[src/rtl/led_sequencer.sv]
// Command-loaded 4-step LED pattern player with programmable step rate,
// finite/infinite repeat count and global PWM brightness for three LEDs.
module led_sequencer #(
    parameter int BASE_SHIFT = 16,
    parameter int PWM_W      = 4
) (
    input  logic             clk,
    input  logic             rst,
    input  logic             cmd_valid,
    output logic             cmd_ready,
    input  logic [11:0]      cmd_pattern,
    input  logic [3:0]       cmd_rate,
    input  logic [3:0]       cmd_repeat,
    input  logic [PWM_W-1:0] cmd_bright,
    output logic             led1,
    output logic             led2,
    output logic             led3,
    output logic             busy,
    output logic             done
);

    localparam int TW = BASE_SHIFT + 16;

    typedef enum logic {
        IDLE,
        RUN
    } state_t;

    state_t           state;
    state_t           state_nxt;
    logic             done_nxt;

    logic [11:0]      pattern_r;
    logic [3:0]       rate_r;
    logic [PWM_W-1:0] bright_r;

    logic [3:0]       remain;
    logic [1:0]       step;
    logic [TW-1:0]    timer;
    logic [TW-1:0]    dur_last;
    logic [PWM_W-1:0] pwm_cnt;

    logic             accept;
    logic             expiry;
    logic             pass_end;
    logic             finish;
    logic [2:0]       step_bits;
    logic [2:0]       led_p0;

    assign cmd_ready = ~rst;
    assign accept    = cmd_valid & cmd_ready;
    assign busy      = (state == RUN);

    assign dur_last = (TW'(1) << (BASE_SHIFT + int'(rate_r))) - TW'(1);
    assign expiry   = (state == RUN) && (timer == dur_last);
    assign pass_end = expiry && (step == 2'd3);
    assign finish   = pass_end && (remain == 4'd1);

    always_ff @(posedge clk) begin
        if (rst) begin
            state <= IDLE;
            done  <= 1'b0;
        end else begin
            state <= state_nxt;
            done  <= done_nxt;
        end
    end

    // A new command always wins over completion, so an accept on the final
    // expiry edge keeps the block running and suppresses done.
    always_comb begin
        state_nxt = state;
        done_nxt  = 1'b0;
        case (state)
            IDLE: begin
                if (accept) state_nxt = RUN;
            end
            RUN: begin
                if (accept) begin
                    state_nxt = RUN;
                end else if (finish) begin
                    state_nxt = IDLE;
                    done_nxt  = 1'b1;
                end
            end
            default: state_nxt = IDLE;
        endcase
    end

    always_ff @(posedge clk) begin
        if (rst) begin
            timer   <= '0;
            step    <= 2'd0;
            remain  <= 4'd0;
            pwm_cnt <= '0;
        end else begin
            pwm_cnt <= pwm_cnt + PWM_W'(1);
            if (accept) begin
                timer  <= '0;
                step   <= 2'd0;
                remain <= cmd_repeat;
            end else if (expiry) begin
                timer <= '0;
                step  <= step + 2'd1;
                if (pass_end && (remain > 4'd1)) remain <= remain - 4'd1;
            end else if (state == RUN) begin
                timer <= timer + TW'(1);
            end
        end
    end

    always_ff @(posedge clk) begin
        if (accept) begin
            pattern_r <= cmd_pattern;
            rate_r    <= cmd_rate;
            bright_r  <= cmd_bright;
        end
    end

    always_comb begin
        step_bits = 3'b000;
        case (step)
            2'd0: step_bits = pattern_r[2:0];
            2'd1: step_bits = pattern_r[5:3];
            2'd2: step_bits = pattern_r[8:6];
            2'd3: step_bits = pattern_r[11:9];
            default: step_bits = 3'b000;
        endcase
    end

    assign led_p0 = step_bits & {3{state == RUN}} & {3{bright_r > pwm_cnt}};

    // Output register stage: LEDs trail internal state by one cycle.
    always_ff @(posedge clk) begin
        if (rst) begin
            led1 <= 1'b0;
            led2 <= 1'b0;
            led3 <= 1'b0;
        end else begin
            led1 <= led_p0[0];
            led2 <= led_p0[1];
            led3 <= led_p0[2];
        end
    end

endmodule
[config.mk]
export PLATFORM = sky130hd
export DESIGN_NAME = led_sequencer
export DESIGN_NICKNAME = d
export VERILOG_FILES = /design/src/rtl/led_sequencer.sv
export SDC_FILE = /design/constraint.sdc
export NUM_CORES = 1
export LEC_CHECK = 0
export CAP_MARGIN = 20
export CORE_MARGIN = 3
export CORE_UTILIZATION = 45
export CTS_BUF_LIST = sky130_fd_sc_hd__clkbuf_8
export DETAILED_ROUTE_END_ITERATION = 6
export HOLD_SLACK_MARGIN = 0.06
export PLACE_DENSITY = 0.65
export SLEW_MARGIN = 20
export SYNTH_ARGS = -nofsm -noshare
export SYNTH_HDL_FRONTEND = slang
export SYNTH_SLANG_ARGS = --single-unit
[constraint.sdc]
create_clock -name clk -period 4.4 [get_ports clk]
set_input_delay 1.1 -clock clk [delete_from_list [all_inputs] [get_ports clk]]
set_output_delay 1.1 -clock clk [all_outputs]
set_load 0.005 [all_outputs]
==> impl_metrics.env <==
export IMPL_status="finished clean"
export IMPL_cts_buffer_depth=2
export IMPL_tns_ns=0
export IMPL_final_nets=459
export IMPL_synthCells=393
export IMPL_max_slew_margin_rel=0.5347
export IMPL_vias_per_cell=5.463
export IMPL_drc=0
export IMPL_drv_slew=0
export IMPL_synth_area_um2=3563
export IMPL_period_share=0.8118
export IMPL_yosysTopAreaCell="dfxtp_1"
export IMPL_avgSynthCellArea_um2=9.067
export IMPL_r2r_cells=10
export IMPL_yosys_area_top_type_share=0.2640
export IMPL_timing_worst_setup_path_type="register to register"
export IMPL_synth_warnings=0
export IMPL_reg2reg_from="rate_r[3]$_DFFE_PP_"
export IMPL_core_um2=7447
export IMPL_rrSetupSlack_ns=0.83
export IMPL_arrival_ns=3.81
export IMPL_ir_worst_vdd_mv=0.2093
export IMPL_dpl_cell_count=507
export IMPL_r2r_end="remain[3]$_SDFFE_PP0P_"
export IMPL_holdPathEnd="pwm_cnt[0]$_SDFF_PP0_"
export IMPL_ioPinCount=33
export IMPL_initial_core_util=0.4785
export IMPL_end_kind="register"
export IMPL_cts_sinks=67
export IMPL_cts_setup_buffers=0
export IMPL_ctsResizeCount=0
export IMPL_grt_use_total=0.1824
export IMPL_grt_max_degree=33
export IMPL_dp_hpwl_mm=5.296
export IMPL_wl_per_cell_um=14.27
export IMPL_fmax_mhz=280.0
export IMPL_die_height_um=94.99
export IMPL_hold_violations=0
export IMPL_hp_class="register to register"
export IMPL_grt_overflow_total=0
export IMPL_yosys_top_cells_area="dfxtp_1 (26%), edfxtp_1 (17%), nor2_1 (6.2%)"
export IMPL_yosysSeqAreaShare=0.4326
export IMPL_period_needed_ns=3.572
export IMPL_ys_types=54
export IMPL_final_instance_count_excl_fill=523
export IMPL_antenna_left=0
export IMPL_die_width_um=94.99
export IMPL_drt_wl_total_mm=7.461
export IMPL_synthToLayoutAreaGrowth_pct=17.13
export IMPL_place_gp_congestion=0.8957
export IMPL_clock_skew_ns=0.01177
export IMPL_rsz0062_at_grt="no"
export IMPL_first_pass_iters=5
export IMPL_syn_nets=433
export IMPL_multi_input_area_um2=1847
export IMPL_htreeDepth=3
export IMPL_die_area_um2=9022
export IMPL_cts_tree="done"
export IMPL_worst_pin_slew_ns=0.6979
export IMPL_worstPathMaxFanout=21
export IMPL_finalPower_mw=1.379
export IMPL_via_count=2857
export IMPL_start_kind="register"
export IMPL_drive_above_1_share=0.06840
export IMPL_synth_edf_count=20
export IMPL_antenna_cells=0
export IMPL_drt_iter0_drc=151
export IMPL_insertion_delay_ns=0.34
export IMPL_p_leak_nw=1.491
export IMPL_grt_first_pass_wirelength_mm=12.84
export IMPL_synth_ff_type="dfxtp_1"
export IMPL_hold_depth=1
export IMPL_ys_ff_latch=67
export IMPL_postCtsHoldBufs=0
export IMPL_setup_violations=0
export IMPL_hold_start="pwm_cnt[0]$_SDFF_PP0_"
export IMPL_grt_pass1_vias=2758
export IMPL_port_buffers=32
export IMPL_cts_buffers=9
export IMPL_nFillCells=696
export IMPL_cap_violations=0
export IMPL_seq_area_um2=1541
export IMPL_grt_antenna_before_repair=0
export IMPL_required_ns=4.64
export IMPL_ctsRootBufferMaster="clkbuf_8"
export IMPL_rows=31
export IMPL_clk_pin_slew_worst_paths_ns=0.07
export IMPL_async_reset_ff_frac=0
export IMPL_power_density_nw_per_um2=330.4
[layer usage]
layer / vias up / wire length (um) / track usage
met5: - / 0 / 0
li1: 1445 / - / -
met2: 87 / 3325 / 0.2713
met4: 0 / 150 / 0.07212
met3: 15 / 447 / 0.04781
met1: 1310 / 3537 / 0.2519
[layout make-up]
cell class / instances / share of cell area
Clock buffer: 10 / 0.03297
Clock inverter: 6 / 0.02098
Inverter: 19 / 0.01709
Multi-Input combinational cell: 284 / 0.4424
Sequential cell: 67 / 0.3693
Tap cell: 99 / 0.02968
Timing Repair Buffer: 38 / 0.08753
[report_power, final]
part / switching [mW] / internal [mW] / leakage (nW) / total (mW)
clock: 0.241 / 0.335 / 0.113 / 0.576
combinational: 0.0700 / 0.0657 / 0.810 / 0.136
sequential: 0.0114 / 0.656 / 0.568 / 0.668
[Yosys cell counts, types with 2 or more instances]
master and count:
nor4_1 4, o211a_1 2, or3_1 5, xor2_1 20, inv_1 19, nor2_1 59, nand2b_1 5, and3_1 11
nand3_1 18, xnor2_1 19, dfxtp_1 47, o41ai_1 2, nor2b_1 7, or4b_1 2, o211ai_1 5, and4_1 8
nand4_1 12, o21ai_0 11, edfxtp_1 20, nor3_1 7, a22oi_1 2, nand2_1 19, and2_1 3, o31ai_1 4
a31oi_1 3, o21bai_1 2, a222oi_1 3, a21oi_1 11, clkbuf_1 9, o21a_1 5, buf_2 12, nor4b_1 3
ha_1 13
[stage by stage]
stage | hold WS, ns | area (um2) | worst slack (ns) | util
2_1_floorplan | 0.4175 | 3563 | 1.080 | -
3_3_place_gp | 0.4489 | 3949 | 1.006 | 0.5302
3_5_place_dp | 0.4502 | 3949 | 0.8313 | 0.5302
4_1_cts | 0.4686 | 4174 | 0.8266 | 0.5605
5_1_grt | 0.5077 | 4174 | 0.4975 | 0.5605
6_report | 0.4568 | 4174 | 0.8282 | 0.5605
[placed cells by master, fill, tap and decap left out, types with 7 or more instances in the layout]
master,synthesis,final
inv_1,19,19
nor3_1,7,7
clkdlybuf4s50_1,0,32
edfxtp_1,20,20
nand3_1,18,18
nand2_1,19,19
a21oi_1,11,11
xor2_1,20,20
and3_1,11,11
o21ai_0,11,11
and4_1,8,8
clkbuf_8,0,10
nand4_1,12,12
ha_1,13,13
xnor2_1,19,19
dfxtp_1,47,47
nor2_1,59,59
[how the worst max path moves through the flow]
stage / endpoint / from / slack (ns) / depth (start not counted)
final: remain[3]$_SDFFE_PP0P_ / rate_r[3]$_DFFE_PP_ / 0.83 / 10
after global routing: remain[0]$_SDFFE_PP0P_ / rate_r[1]$_DFFE_PP_ / 0.50 / 10
after CTS: remain[3]$_SDFFE_PP0P_ / rate_r[3]$_DFFE_PP_ / 0.83 / 9
after detailed placement: remain[3]$_SDFFE_PP0P_ / rate_r[3]$_DFFE_PP_ / 0.83 / 10
after global placement: cmd_ready / rst / 1.01 / 3
after floorplan: remain[3]$_SDFFE_PP0P_ / rate_r[2]$_DFFE_PP_ / 1.08 / 12
[kinds of logic after synthesis]
kind of cell	count (synthesis)	synth area share
simple gates	170	0.2518
flops	67	0.4326
compound gates	60	0.1173
buf+inv	42	0.05091
xor+xnor	39	0.09586
fa+ha+maj	13	0.04565
mux	2	0.005969
[sequential cells by signal, summed over array words and instances, names as in the netlist]
name,flops
bright_r,4
pwm_cnt,4
step,2
rate_r,4
led1,1
led3,1
pattern_r,12
remain,4
done,1
busy,1
led2,1
timer,32
[critical path, stage by stage (launching register included)]
cell	delay, ns
edfxtp_1	0.38
nor3_1	0.51
nand2b_1	0.16
ha_1	0.48
nor2_1	0.25
a31oi_1	0.10
o21ai_0	0.24
xnor2_1	0.17
nand4_1	0.33
or4b_1	0.62
a31o_1	0.22
No activity file was read; power rests on OpenSTA's default activity.
